`config.mk`:
```
export PLATFORM = sky130hd
export DESIGN_NAME = add_seq_ctrl
export DESIGN_NICKNAME = d
export VERILOG_FILES = /design/src/rtl/add_seq_pkg.sv /design/src/rtl/add_seq_alu_add.sv /design/src/rtl/add_seq_ctrl.sv
export SDC_FILE = /design/constraint.sdc
export NUM_CORES = 1
export LEC_CHECK = 0
export CAP_MARGIN = 20
export CORE_UTILIZATION = 49
export CTS_CLUSTER_DIAMETER = 60
export DETAILED_ROUTE_END_ITERATION = 12
export PLACE_DENSITY = 0.76
export SYNTH_ARGS = -nofsm -noshare
export SYNTH_HDL_FRONTEND = slang
export SYNTH_SLANG_ARGS = --single-unit
```
`constraint.sdc`:
```
create_clock -name clk -period 3 [get_ports clk]
set_input_delay 0.6 -clock clk [delete_from_list [all_inputs] [get_ports clk]]
set_output_delay 0.6 -clock clk [all_outputs]
set_load 0.03 [all_outputs]
```
`src/rtl/add_seq_pkg.sv`:
```
// add_seq_pkg: shared state encoding and requester count for the sequential adder controller
package add_seq_pkg;
  localparam int NUM_REQ = 2;
  typedef enum logic [2:0] {IDLE, SUM, CARRY, RESP, NEXT} state_t;
endpackage

```
`src/rtl/add_seq_alu_add.sv`:
```
// alu_add: unsigned word adder with carry out
module alu_add #(
  parameter int WORD_WIDTH = 4
) (
  input  logic [WORD_WIDTH-1:0] a,
  input  logic [WORD_WIDTH-1:0] b,
  output logic [WORD_WIDTH-1:0] sum,
  output logic                  cout
);
  assign {cout, sum} = {1'b0, a} + {1'b0, b};
endmodule

```
`src/rtl/add_seq_ctrl.sv`:
```
// add_seq_ctrl: two-requester round-robin multi-word adder sharing one adder across sum and carry passes
module add_seq_ctrl
  import add_seq_pkg::*;
#(
  parameter int WORD_WIDTH = 4
) (
  input  logic                          clk,
  input  logic                          rst,
  input  logic [NUM_REQ-1:0]            req_valid,
  input  logic [NUM_REQ*WORD_WIDTH-1:0] req_a,
  input  logic [NUM_REQ*WORD_WIDTH-1:0] req_b,
  input  logic [NUM_REQ-1:0]            req_last,
  output logic [NUM_REQ-1:0]            req_ready,
  output logic                          rsp_valid,
  output logic [WORD_WIDTH-1:0]         rsp_sum,
  output logic                          rsp_cout,
  output logic                          rsp_last,
  output logic                          rsp_id,
  input  logic                          rsp_ready,
  output logic                          busy
);
  localparam int W = WORD_WIDTH;
  state_t state, nxt;
  logic ptr, carry, gnt, sel, take, id_q, last_q, c1, co;
  logic [W-1:0] a_q, b_q, s1, op_a, op_b, sum;
  always_comb begin
    gnt = req_valid[ptr] ? ptr : ~ptr;
    sel = state == IDLE ? gnt : id_q;
    take = !rst && (state == IDLE ? |req_valid : state == NEXT && req_valid[id_q]);
    req_ready = take ? (sel ? 2'b10 : 2'b01) : 2'b00;
    nxt = state == SUM ? CARRY :
          state == CARRY ? RESP :
          state == RESP ? (rsp_ready ? (rsp_last ? IDLE : NEXT) : RESP) :
          take ? SUM : state;
  end
  assign op_a = state == SUM ? a_q : s1;
  assign op_b = state == SUM ? b_q : W'(carry);
  assign busy = state != IDLE;
  assign rsp_valid = state == RESP;
  alu_add #(.WORD_WIDTH(W)) u_add (.a(op_a), .b(op_b), .sum(sum), .cout(co));
  always_ff @(posedge clk or posedge rst)
    if (rst) state <= IDLE;
    else state <= nxt;
  always_ff @(posedge clk or posedge rst)
    if (rst) begin
      ptr <= 1'b0;
      carry <= 1'b0;
      a_q <= '0;
      b_q <= '0;
      last_q <= 1'b0;
      id_q <= 1'b0;
      s1 <= '0;
      c1 <= 1'b0;
      rsp_sum <= '0;
      rsp_cout <= 1'b0;
      rsp_last <= 1'b0;
      rsp_id <= 1'b0;
    end else begin
      if (take) begin
        a_q <= sel ? req_a[2*W-1:W] : req_a[W-1:0];
        b_q <= sel ? req_b[2*W-1:W] : req_b[W-1:0];
        last_q <= req_last[sel];
        id_q <= sel;
      end
      if (take && state == IDLE) carry <= 1'b0;
      if (state == SUM) begin
        s1 <= sum;
        c1 <= co;
      end
      if (state == CARRY) begin
        rsp_sum <= sum;
        rsp_cout <= c1 | co;
        rsp_last <= last_q;
        rsp_id <= id_q;
      end
      if (state == RESP && rsp_ready) begin
        carry <= rsp_cout;
        if (rsp_last) ptr <= ~rsp_id;
      end
    end
endmodule

```
# Word level (Yosys, flattened, before mapping)
# Cells that the tools add are included.
# word_totals
reg_bits	27
output_inout_bits	11
# op_classes
n_addsub	1
magnitude_cmp	3
n_eq_ne	4
muxes	23
bitwise	3
reduce_logical	11
# op_table
cell	n
$mux W3	6
$mux W4	4
$mux W1	11
$eq A3 B2 Y1 const B	2
$lt A1 B2 Y1 const B	3
$add A4 B4 Y5	1
$logic_and A1 B1 Y1	4
$mux W2	2
$reduce_bool A4 Y1	1
$eq A3 B1 Y1 const B	1
$eq A3 B3 Y1 const B	1
$logic_not A3 Y1	1
$reduce_bool A3 Y1	1
$not A1 Y1	2
$reduce_and A2 Y1	1
$reduce_bool A2 Y1	1
$reduce_or A2 Y1	1
$logic_not A1 Y1	1
$or A1 B1 Y1	1

# Logic depth before layout (Yosys ltp)
# depth
word_depth	9
mapped_depth	11
depth_no_buf	9

# Cells and area by module
# Synthesis repeated with hierarchy kept, for this count alone.
# unflattened
cells_unflattened	146
hier_area_um2	1442.6
# by_module_without_submodules
mod	instances	cells_each	area_each_um2	seq_area_each_um2
add_seq_ctrl	1	130	1306.3	675.6
alu_add	1	16	136.4	0.0

# Worst setup path before layout
# OpenSTA, ideal clock, no wires.
# synth_timing
path_type	register to register
start	register state[2]
end	register rsp_cout
setup_ns	0.142
t_arrival_ns	2.113
t_required_ns	2.858
path_slack_ns	0.745
stages_incl_launch_ff	11
path_buffers	1
synth_period_minus_slack_ns	2.255
path_cell_list	dfrtp_1 -> and2b_1 -> nor2b_1 -> buf_2 -> nand2_1 -> nand2_1 -> ha_1 -> fa_1 -> a21o_1 -> a21oi_1 -> a31oi_1
# synth_between
elab_chain_len	4
# synth_rtl
element	line	rtl
start, declared	add_seq_ctrl.sv:23	state_t state, nxt;
start signal, assigned	add_seq_ctrl.sv:43	else state <= nxt;
$eq A3 B1 Y1	add_seq_ctrl.sv:36, add_seq_ctrl.sv:37	
$mux W4 (on tied branches)	add_seq_ctrl.sv:36, add_seq_ctrl.sv:37	
$add A4 B4 Y5	add_seq_alu_add.sv:10	assign {cout, sum} = {1'b0, a} + {1'b0, b};
$or A1 B1 Y1	add_seq_ctrl.sv:72	rsp_cout <= c1 | co;
end signal, assigned	add_seq_ctrl.sv:72	
end, declared	add_seq_ctrl.sv:16	output logic rsp_cout,
# Parallel ways exist; a longest one is shown, timed or not.
# A chain may end at the register's enable or synchronous reset.

# Worst setup path in the final report
# layout_timing
start	input port req_valid[1]
end	output port req_ready[0]
# layout_between
elab_chain_len	6
# layout_rtl
element	line	rtl
start, declared	add_seq_ctrl.sv:9	input logic [NUM_REQ-1:0] req_valid,
$mux W1 (on tied branches) (2 in a row)	add_seq_ctrl.sv:27, add_seq_ctrl.sv:29	
$mux W1 or $logic_and A1 B1 Y1 (tied branches)	add_seq_ctrl.sv:27, add_seq_ctrl.sv:29	
$mux W1 (on tied branches)	add_seq_ctrl.sv:28, add_seq_ctrl.sv:29	
$mux W2 or $logic_and A1 B1 Y1 (tied branches)	add_seq_ctrl.sv:30, add_seq_ctrl.sv:29	
$mux W2 *	add_seq_ctrl.sv:30	req_ready = take ? (sel ? 2'b10 : 2'b01) : 2'b00;
end, declared	add_seq_ctrl.sv:13	output logic [NUM_REQ-1:0] req_ready,
# Mark *: on every way between the ends. The rest lies on a longest branch, timed or not. The select of a mux whose other input is x is not followed.

==> impl_results.md <==
- Worst hold stages: 2
- Crit-path leading delay family: buffers and inverters
- Worst-path clk slew: 0.14 ns
- Setup Buffers After CTS: 0
- Crit path DAT: 2.18 ns
- RSZ-0062 raised after global routing: false
- Critical-path maximum fanout: 23
- Final setup violation count: 0
- Flops & latches, synth: 27
- Least-Margin Pin Slew: 0.510 ns
- Final net count: 204
- # clock sinks: 27
- Synth Area per Inst: 10.1 sq um
- Routed len/inst: 13.2 um
- Routed vias/inst: 5.28
- Final setup TNS: 0 ns
- Peak supply drop: 0.000607 V
- Worst hold slack: 0.486 ns
- Max-cap violations: 0
- Pin count of the biggest net entering global routing: 28
- Initial antenna violation count: 0
- Crit end category: output port
- WP buf/inv: 3
- FF-to-FF Start: state[2]
- Iteration-0 DRC count of the detailed router: 19
- # H-tree levels: 1
- Kind of critical path: in -> out
- Worst relative slew slack: 0.659
- Root buf cell: clkbuf_4
- Final Hold Fails: 0
- HP Class: reg -> reg
- Post-Syn Area: 0.00141 sq mm
- YS warnings: 0
- Run status: completed
- Startpoint Class: input port
- GPL Wtd Cong: 0.774
- Core Region: 0.00273 sq mm
- Drc violations: 0
- Reg2Reg Depth: 9
- DIE AREA: 0.00309 sq mm
- Layout area overhead: 27.3%
- Cells after Synth: 140
- EDFF count, synth: 0
- Layout cells sized above 1: 0.0971
- Period utilization: 0.926
- Total inserted antenna cells: 0
- Total Wirelength: 2730 um
- Row count: 19
- Pre-Repair DR Iteration Count: 4
- # fillers: 230
- Vias in the first global route: 1054
- Worst Hold Launch: s1[0]
- Critical path depth: 6
- Synth unique cells: 34
- CP Launch Point: req_valid[1]
- Clk_lat worst skew: 0.32 ns
- Main synth FF type: dfrtp_1
- Port Buf Inserts: 33
- Fmax achieved: 0.360 GHz
- Total CTS buffers: 3
- Clock tree buffer depth: 2
- Total gr overflow: 0
- Die Width: 55.6 um
- Via count: 1088
- Critical Path, Cell by Cell: clkdlybuf4s50_1 > mux2_1 > o221a_2 > buf_4 > and2_1 > buf_4
- DP HPWL: 2130 um
- Final min period: 2.78 ns
- CTS tree: done
- CP dominant cell by count: buf_4
- Register area share after synthesis: 0.480
- Pwr dens: 981 mW/mm^2
- Critical Path Max Stage Delay: 0.45 ns
- Chip height: 55.6 um
- LEAKAGE: 0.848 nW
- Global-route usage over all layers: 0.194
- Max-slew violation count: 0
- DRT antenna net count: 0
- Initial Util: 0.515
- Critical Path RT: 2.40 ns
- First-pass GRT wire length: 4690 um
- Synthesized net count: 168
- Share of flip-flops with an asynchronous set or reset: 1.00
- Clock Skews: 0.00149 ns
- Slowest cell on crit path: clkdlybuf4s50_1
- Number of top-level pins: 34
flip-flops by register name, indices dropped and copies added, names as in the netlist:
| signal | cells |
|---|---|
| id_q | 1 |
| c1 | 1 |
| state | 3 |
| b_q | 4 |
| a_q | 4 |
| carry | 1 |
| rsp_id | 1 |
| last_q | 1 |
| rsp_cout | 1 |
| rsp_sum | 4 |
| s1 | 4 |
| ptr | 1 |
| rsp_last | 1 |
synth_stat cells, types with 2 or more instances:
master | count | share of area
a21o_1 | 2 | 0.011
a21oi_1 | 13 | 0.046
and2_1 | 5 | 0.022
buf_2 | 4 | 0.014
buf_6 | 2 | 0.016
dfrtp_1 | 27 | 0.48
ha_1 | 4 | 0.036
inv_1 | 6 | 0.016
mux2_2 | 4 | 0.032
mux2i_1 | 10 | 0.071
nand2_1 | 21 | 0.056
nand2b_1 | 3 | 0.013
nor2_1 | 14 | 0.037
nor2b_1 | 2 | 0.0089
o21ai_0 | 4 | 0.014
worst min-delay path: stages (launching register included):
cell     delay [ns]
dfrtp_1        0.35
nand2_1        0.06
nand2_1        0.05
where the power goes:
group,internal (mW),total [mW],switching (mW)
Sequential,0.543,0.681,0.138
Clock,0.0499,0.156,0.106
Combinational,0.436,0.921,0.485
cell usage in the layout, fill, tap and decap left out:
cell type | netlist | layout
nand3_1 | 1 | 1
and2_1 | 5 | 5
a31oi_2 | 1 | 1
clkbuf_4 | 0 | 3
nor3_1 | 1 | 1
and3_1 | 1 | 1
and2b_1 | 1 | 1
xnor2_1 | 1 | 1
clkinv_2 | 0 | 1
inv_1 | 6 | 6
a21oi_1 | 13 | 13
buf_4 | 0 | 5
nor2b_1 | 2 | 2
mux2_2 | 4 | 4
clkdlybuf4s50_1 | 0 | 31
o22ai_1 | 1 | 1
o31a_1 | 1 | 1
dfrtp_1 | 27 | 27
o21ai_0 | 4 | 4
mux2_1 | 1 | 1
o31ai_1 | 1 | 1
nand2_1 | 21 | 21
nor3b_4 | 1 | 1
a31oi_1 | 1 | 1
fa_1 | 1 | 1
dlymetal6s2s_1 | 0 | 1
mux2i_1 | 10 | 10
nand2b_1 | 3 | 3
o221a_2 | 1 | 1
nor3_2 | 1 | 1
a21boi_1 | 1 | 1
o21a_1 | 1 | 1
a21o_1 | 2 | 2
nor2_1 | 14 | 14
ha_1 | 4 | 4
xor2_1 | 1 | 1
a211o_1 | 1 | 1
routing by layer:
layer  vias up  share of wire  GRT usage  wire length (um)
met1       516           0.47      0.271              1290
met3         4          0.028     0.0233                77
li1        545              -          -                 -
met5         -              0          0                 0
met2        23           0.49      0.315              1330
met4         0          0.013     0.0679                36
area by class of cell:
cell class	instances	area [sq um]	share of cell area
clock buffers	3	22.5	0.0126
clock inverters	1	5.00	0.00279
inverters	6	22.5	0.0126
multi-input cells	101	667	0.372
flip-flops and latches	27	676	0.377
well taps	31	38.8	0.0216
repair buffers	37	360	0.201
metrics by stage:
step	cell area, sq um	cells	power [mW]	utilization	setup WS [ns]
final	1790	206	1.76	0.655	0.222
after global placement	1760	202	1.57	0.644	0.116
after detailed placement	1760	202	1.61	0.644	0.0562
after floorplan	1410	140	1.35	-	0.745
after CTS	1790	206	1.77	0.654	0.0572
after global routing	1790	206	1.90	0.655	0.155
path summary, 6_finish.rpt:
path,end,slack (ns)
min,s1[0],0.49
min in group asynchronous,state[0],0.65
max in group asynchronous,s1[0],2.11
min reg2reg,s1[0],0.49
max reg2reg,rsp_cout,0.55
max,req_ready[0],0.22
cell families (layout without fill, tap and decap cells):
| logic type | count (synthesis) | after routing | share of synthesized area |
|---|---|---|---|
| DFF | 27 | 27 | 0.480 |
| buffers and inverters | 12 | 47 | 0.0462 |
| xor gates and xnor gates | 2 | 2 | 0.0124 |
| AOI/OAI and AO/OA | 28 | 28 | 0.125 |
| adders and majority gates | 5 | 5 | 0.0498 |
| muxes | 15 | 15 | 0.111 |
| and+or+nand+nor | 51 | 51 | 0.175 |
repair_timing:
| item | in CTS | in global routing |
|---|---|---|
| setup endpoints to repair | 0 | 1 |
| gates resized for setup | 0 | 1 |
| hold buffers | 0 | 0 |
Power figures use the tool's default switching activity.
